--- config.mk ---
export PLATFORM = sky130hd
export DESIGN_NAME = debounce_multi
export DESIGN_NICKNAME = d
export VERILOG_FILES = /design/src/rtl/debounce_pkg.sv /design/src/rtl/debounce_channel.sv /design/src/rtl/debounce_multi.sv
export SDC_FILE = /design/constraint.sdc
export NUM_CORES = 1
export LEC_CHECK = 0
export ABC_AREA = 1
export BUFFER_PORTS_ARGS = -buffer_cell sky130_fd_sc_hd__buf_2
export CORE_UTILIZATION = 57
export DETAILED_ROUTE_END_ITERATION = 8
export GPL_TIMING_DRIVEN = 1
export PLACE_DENSITY = 0.89
export SETUP_SLACK_MARGIN = 0.5
export SYNTH_ARGS = -nofsm -noshare
export SYNTH_HDL_FRONTEND = slang
export SYNTH_SLANG_ARGS = --single-unit
--- constraint.sdc ---
create_clock -name clk -period 1.5 [get_ports clk]
set_input_delay 0.225 -clock clk [delete_from_list [all_inputs] [get_ports clk]]
set_output_delay 0.225 -clock clk [all_outputs]
set_load 0.05 [all_outputs]
--- src/rtl/debounce_pkg.sv ---
// Shared types and helpers for the multi-channel debouncer.
// Holds the repeat-FSM encoding and counter sizing function.
package debounce_pkg;

  localparam int HOLD_CNT_W = 16;

  typedef enum logic [1:0] {
    IDLE      = 2'd0,
    HELD      = 2'd1,
    REPEATING = 2'd2
  } rep_state_t;

  // Ceiling log2, never below 1 so a counter always has a bit.
  function automatic int clog2(input int value);
    int r;
    r = 0;
    for (int i = 0; i < 31; i++) begin
      if ((1 << i) < value) r = i + 1;
    end
    return (r < 1) ? 1 : r;
  endfunction

endpackage

--- src/rtl/debounce_channel.sv ---
// One debounced channel: synchroniser, stability filter,
// edge pulses and optional press-and-hold auto-repeat.
module debounce_channel
  import debounce_pkg::*;
#(
  parameter int STABLE_TICKS = 4,
  parameter int HOLD_TICKS   = 0,
  parameter int REPEAT_TICKS = 8
) (
  input  logic clk,
  input  logic rst,
  input  logic tick,
  input  logic in,
  output logic level,
  output logic rise,
  output logic fall,
  output logic press
);

  localparam int CW = clog2(STABLE_TICKS + 1);
  localparam logic [CW:0] STABLE_LIM = STABLE_TICKS[CW:0];

  logic          s1;
  logic          s;
  logic [CW-1:0] cnt;
  logic [CW:0]   cnt_inc;
  logic          level_q;
  logic          rise_d;
  logic          fall_d;
  logic          rep_pulse;

  always_ff @(posedge clk or posedge rst) begin
    if (rst) begin
      s1 <= 1'b0;
      s  <= 1'b0;
    end else begin
      s1 <= in;
      s  <= s1;
    end
  end

  always_comb begin
    cnt_inc = {1'b0, cnt} + {{CW{1'b0}}, 1'b1};
  end

  // Any tick that agrees with the current level restarts the count.
  always_ff @(posedge clk or posedge rst) begin
    if (rst) begin
      cnt   <= '0;
      level <= 1'b0;
    end else if (tick) begin
      if (s != level) begin
        if (cnt_inc == STABLE_LIM) begin
          level <= s;
          cnt   <= '0;
        end else begin
          cnt <= cnt_inc[CW-1:0];
        end
      end else begin
        cnt <= '0;
      end
    end
  end

  always_comb begin
    rise_d = level & ~level_q;
    fall_d = ~level & level_q;
  end

  always_ff @(posedge clk or posedge rst) begin
    if (rst) begin
      level_q <= 1'b0;
      rise    <= 1'b0;
      fall    <= 1'b0;
      press   <= 1'b0;
    end else begin
      level_q <= level;
      rise    <= rise_d;
      fall    <= fall_d;
      press   <= rise_d | rep_pulse;
    end
  end

  if (HOLD_TICKS > 0) begin : g_rep

    localparam logic [HOLD_CNT_W-1:0] HOLD_LIM =
      HOLD_TICKS[HOLD_CNT_W-1:0];
    localparam logic [HOLD_CNT_W-1:0] REP_LIM =
      REPEAT_TICKS[HOLD_CNT_W-1:0];

    rep_state_t            state;
    logic [HOLD_CNT_W-1:0] hold_cnt;
    logic [HOLD_CNT_W-1:0] hold_inc;
    logic [HOLD_CNT_W-1:0] lim;

    always_comb begin
      lim       = (state == REPEATING) ? REP_LIM : HOLD_LIM;
      hold_inc  = hold_cnt + {{(HOLD_CNT_W-1){1'b0}}, 1'b1};
      rep_pulse = tick & level & (state != IDLE)
                & (hold_inc == lim);
    end

    // IDLE keeps hold_cnt at zero, so the rise cycle never repeats.
    always_ff @(posedge clk or posedge rst) begin
      if (rst) begin
        state    <= IDLE;
        hold_cnt <= '0;
      end else begin
        unique case (state)
          IDLE: begin
            hold_cnt <= '0;
            if (level) state <= HELD;
          end
          HELD, REPEATING: begin
            if (!level) begin
              state    <= IDLE;
              hold_cnt <= '0;
            end else if (rep_pulse) begin
              state    <= REPEATING;
              hold_cnt <= '0;
            end else if (tick && hold_cnt != lim) begin
              hold_cnt <= hold_inc;
            end
          end
          default: begin
            state    <= IDLE;
            hold_cnt <= '0;
          end
        endcase
      end
    end

  end else begin : g_norep

    always_comb begin
      rep_pulse = 1'b0;
    end

  end

endmodule

--- src/rtl/debounce_multi.sv ---
// N-channel debouncer and edge detector on the system clock,
// advanced by a shared single-cycle prescaler tick.
module debounce_multi
  import debounce_pkg::*;
#(
  parameter int N_CH         = 5,
  parameter int STABLE_TICKS = 4,
  parameter int HOLD_TICKS   = 0,
  parameter int REPEAT_TICKS = 8
) (
  input  logic            clk,
  input  logic            rst,
  input  logic            tick,
  input  logic [N_CH-1:0] in,
  output logic [N_CH-1:0] level,
  output logic [N_CH-1:0] rise,
  output logic [N_CH-1:0] fall,
  output logic [N_CH-1:0] press
);

  logic [N_CH-1:0] tick_fan;

  assign tick_fan = {N_CH{tick}};

  for (genvar i = 0; i < N_CH; i++) begin : g_ch
    debounce_channel #(
      .STABLE_TICKS(STABLE_TICKS),
      .HOLD_TICKS  (HOLD_TICKS),
      .REPEAT_TICKS(REPEAT_TICKS)
    ) u_ch (
      .clk  (clk),
      .rst  (rst),
      .tick (tick_fan[i]),
      .in   (in[i]),
      .level(level[i]),
      .rise (rise[i]),
      .fall (fall[i]),
      .press(press[i])
    );
  end

endmodule
Yosys cells after proc, flatten, opt, wreduce, memory -nomap -nowiden

Cells that the tools add are included.

Reduce and logical (&&, ||, !) cells: 5
Equal/unequal tests: 10
Bitwise logic cells: 20
Add/subtract/negate cells: 5
Muxes and demuxes: 10

Operator list:

| cell                                           | number |
|---|---|
| two-way mux 3 bit                              | 10 |
| adder 3 x 1 -> 4 bit (second input constant)   | 5 |
| == test 4 x 3 -> 1 bit (second input constant) | 5 |
| AND reduction 3 bit                            | 5 |
| AND 1 bit                                      | 10 |
| NOT 1 bit                                      | 10 |
| inequality test 1 bit                          | 5 |

Register bits: 45
Input port bits: 8

Depth between registers and ports, before layout

Depth in word-level cells: 4
Depth in mapped cells: 8

Cells and area by module

Synthesis repeated with hierarchy kept, for this count alone.

Cells, all modules: 230
Area, all modules: 2,039.5 um^2

By module, submodules not included:

| module           | area an instance (um^2) | instances | cells each |
|---|---|---|---|
| debounce_channel | 407.9                   | 5         | 46 |

Worst setup path after synthesis

No wires, ideal clock.

Path type: register to register
From: register g_ch[1].u_ch.cnt[0]
To: register g_ch[1].u_ch.level
Data arrival time: 1.021 ns
Setup slack: 0.360 ns
Cell stages (with the launch flop): 8
Period minus slack after synthesis: 1.140 ns
Setup time: 0.120 ns
Buffers on the path: 0
Required time: 1.380 ns
Cell sequence: dfrtp_1 > ha_1 > nand2_1 > nand3_2 > nor2_1 > nand2_1 > o21ai_0 > inv_1

Longest elaborated chain between the ends: 3

Ends and longest elaborated chain:

| what                          | line                   | source |
|---|---|---|
| start: declaration            | debounce_channel.sv:25 | `logic [CW-1:0] cnt;` |
| start signal: assignment      | debounce_channel.sv:57 | `cnt <= cnt_inc[CW-1:0];` |
| adder 3 x 1 -> 4 bit          | debounce_channel.sv:43 | `cnt_inc = {1'b0, cnt} + {{CW{1'b0}}, 1'b1};` |
| == test 4 x 3 -> 1 bit        | debounce_channel.sv:53 | `if (cnt_inc == STABLE_LIM) begin` |
| AND reduction 3 bit (no line) | --                     |  |
| end signal: assignment        | debounce_channel.sv:54 | `level <= s;` |
| end: declaration              | debounce_channel.sv:14 | `output logic level,` |

Every way passes these cells.
A chain may end at the register's enable or synchronous reset.

Final worst setup path

From: register g_ch[4].u_ch.cnt[0]
To: register g_ch[4].u_ch.level

Longest elaborated chain between the ends: 3

Ends and longest elaborated chain:

| what                          | line |
|---|---|
| start: declaration            | debounce_channel.sv:25 |
| start signal: assignment      | debounce_channel.sv:57 |
| adder 3 x 1 -> 4 bit          | debounce_channel.sv:43 |
| == test 4 x 3 -> 1 bit        | debounce_channel.sv:53 |
| AND reduction 3 bit (no line) | -- |
| end signal: assignment        | debounce_channel.sv:54 |
| end: declaration              | debounce_channel.sv:14 |

Every way passes these cells.

==> impl_metrics.json <==
{
  "cp.arrival_ps": 1470,
  "clk_pin_slew_ps": 90,
  "instances_no_fill": 314,
  "combPwrFrac": 0.411,
  "hold_path.class": "primary input to register",
  "dr.pass1.iters": 4,
  "synth.top_cells.by_count": "52 x nand2_1, 45 x dfrtp_1, 38 x inv_1",
  "min_to": "g_ch[2].u_ch.s1",
  "tns_ps": 0,
  "endpoint_kind": "register",
  "via_per_inst": 5.31,
  "dieHeight_um": 63.4,
  "fin_crit_sh": 0.842,
  "die_w_um": 63.4,
  "vdd_ir_drop_max_uv": 781,
  "path_max_fanout": 3,
  "synth_top_area_frac": 0.525,
  "worstSetupStartpointType": "register",
  "switching_share": 0.408,
  "core_area_um2": 3470,
  "grt_usage": 0.240,
  "dp.cells": 289,
  "hold_violations": 0,
  "grt_pass1_wl_mm": 7.25,
  "slew_headroom": 0.784,
  "synth-edff-count": 0,
  "holdPathStages": 1,
  "drv_cap": 0,
  "seq_area_frac_synth": 0.525,
  "power.internal_mw": 2.79,
  "wl_per_cell_um": 15.5,
  "syn2layout_area_growth_pct": 28.4,
  "path_cells": "ha_4 > buf_4 > nand2_2 > nand2_2 > nand4_1 > nand2_1 > nand2_1 > inv_1",
  "totalWireLength_mm": 4.87,
  "overflow": 0,
  "min_period_ps": 1260,
  "power_leakage_nw": 1.41,
  "dr_total_vias": 1667,
  "seq_power_share": 0.381,
  "antenna_cells": 0,
  "critPathTopFamily": "flip-flops",
  "cts_tree": "yes",
  "cp.required_ps": 1710,
  "grt_pass1_vias": 1656,
  "crit_buf_inv": 2,
  "synth_top_area_cell": "dfrtp_1",
  "path_class": "register to register",
  "netlist_area_um2": 2150,
  "synth_seq_cells": 45,
  "critPathLaunch": "g_ch[4].u_ch.cnt[0]",
  "clockRootBuffer": "clkbuf_8",
  "status": "finished, final reports clean",
  "finalMaxSlewViolations": 0,
  "power.density_nw_per_um2": 1710,
  "synthCells": 237,
  "hp-start": "in[2]",
  "cts_sinks": 45,
  "synth_ff_type": "dfrtp_1",
  "route.detailed.drc": 0,
  "cts-htree-levels": 2,
  "finClkSkew_ps": 8.99,
  "io_buffer_count": 27,
  "clockPowerShare": 0.208,
  "critical-path-slowest-cell": "dfrtp_1",
  "synthTopCellsByArea": "dfrtp_1 52%, nand2_1 9.1%, buf_4 7.7%",
  "switching_power_mw": 1.92,
  "max_freq_mhz": 791,
  "drive_gt1_frac": 0.410,
  "synth.avg_cell_area_um2": 9.05,
  "grt_antenna_before_repair": 0,
  "drtIter0Drc": 185,
  "cts_buffer_depth": 2,
  "setup_viol": 0,
  "row_count": 21,
  "yosys_warnings": 0,
  "worstSkewPairLatency_ps": 310,
  "numCtsBuffers": 5,
  "async_reset_ff_frac": 1.00,
  "initial_core_util": 0.619,
  "num-nets-final": 285,
  "dp_hpwl_mm": 2.41,
  "r2r_end": "g_ch[4].u_ch.level",
  "reg2regPathDepth": 8,
  "tightest_slew_ps": 321,
  "reg2reg_slack_ps": 240,
  "ios": 28,
  "synth.distinct_cells": 20,
  "grt_setup_unrepaired": "true",
  "ant_nets": 0,
  "cpPeakStageDelay_ps": 450,
  "dieArea_um2": 4010,
  "routabilityCongestion": 0.781,
  "syn-num-nets": 255,
  "r2r-start": "g_ch[4].u_ch.cnt[0]",
  "yosysMostFrequentCell": "nand2_1",
  "grt_max_degree": 46
}
-- cell families after synthesis --
group | count (synthesis) | synth area share
fa+ha+maj | 10 | 0.0583
xor+xnor | 2 | 0.00816
flops | 45 | 0.525
simple gates | 98 | 0.210
buf+inv | 66 | 0.157
compound gates | 16 | 0.0408
-- state kept, by name, indices dropped and copies added (netlist names) --
signal / cells
g_ch.u_ch.level_q: 5
g_ch.u_ch.fall: 5
g_ch.u_ch.s: 5
g_ch.u_ch.s1: 5
g_ch.u_ch.rise: 5
g_ch.u_ch.cnt: 15
g_ch.u_ch.level: 5
-- routing by layer --
| layer | wire length [um] | GRT usage | up-vias |
|---|---|---|---|
| met5 | 0 | 0 | - |
| met2 | 2440 | 0.416 | 78 |
| li1 | - | - | 766 |
| met3 | 256 | 0.0634 | 22 |
| met1 | 1940 | 0.261 | 801 |
| met4 | 231 | 0.139 | 0 |
-- worst max-delay path by stage --
| stage | end | slack, ps | cells after the start |
|---|---|---|---|
| after global routing | g_ch[0].u_ch.level | 160 | 7 |
| after detailed placement | g_ch[1].u_ch.level | 230 | 8 |
| after floorplan | g_ch[1].u_ch.level | 390 | 7 |
| after CTS | g_ch[2].u_ch.level | 270 | 7 |
| after global placement | g_ch[1].u_ch.level | 350 | 8 |
| final | g_ch[4].u_ch.level | 240 | 8 |
-- through the flow --
stage | setup slack, ps | util | hold slack (ps) | power [mW] | area [um^2]
final | 236 | 0.794 | 18.5 | 4.70 | 2760
after floorplan | 388 | - | 236 | 3.00 | 2160
after global placement | 350 | 0.637 | 292 | 3.03 | 2210
after detailed placement | 235 | 0.637 | 302 | 3.09 | 2210
after CTS | 270 | 0.752 | 19.7 | 4.44 | 2610
after global routing | 165 | 0.794 | 4.24 | 4.91 | 2760
-- power by group through the flow --
stage / Sequential [mW] / Clock (mW) / Combinational (mW)
after floorplan: 1.70 / 0 / 1.30
after global placement: 1.73 / 0 / 1.29
after detailed placement: 1.75 / 0 / 1.34
after CTS: 1.75 / 0.971 / 1.73
after global routing: 1.83 / 1.05 / 2.03
final: 1.79 / 0.978 / 1.93
-- repair_timing --
item                                   in CTS  in global routing
endpoints found under the hold margin      45                  0
setup buffers                              12                  4
resized for setup                          55                 29
hold buffers                                1                  0
pin swaps                                  14                 19
setup endpoints to repair                  36                 40
-- cells in the final DEF, fill, tap and decap left out, drive strengths merged --
cell type    count
clkinv           1
dlygate4sd3      1
clkinvlp         2
nor2            17
bufinv           1
a21oi            1
nand3           19
inv             41
o21ai           12
ha              10
nand2           55
nand4            7
xor2             1
o22ai            3
buf             45
clkbuf           6
dfrtp           45
xnor2            1
-- final cells by class --
cell class,instances,area (um^2)
inverters,43,168
clock inverters,2,37.5
clock buffers,6,82.6
repair buffers,46,418
well taps,46,57.6
fillers,193,713
multi-input cells,126,860
flip-flops and latches,45,1130
Power figures use the tool's default switching activity.
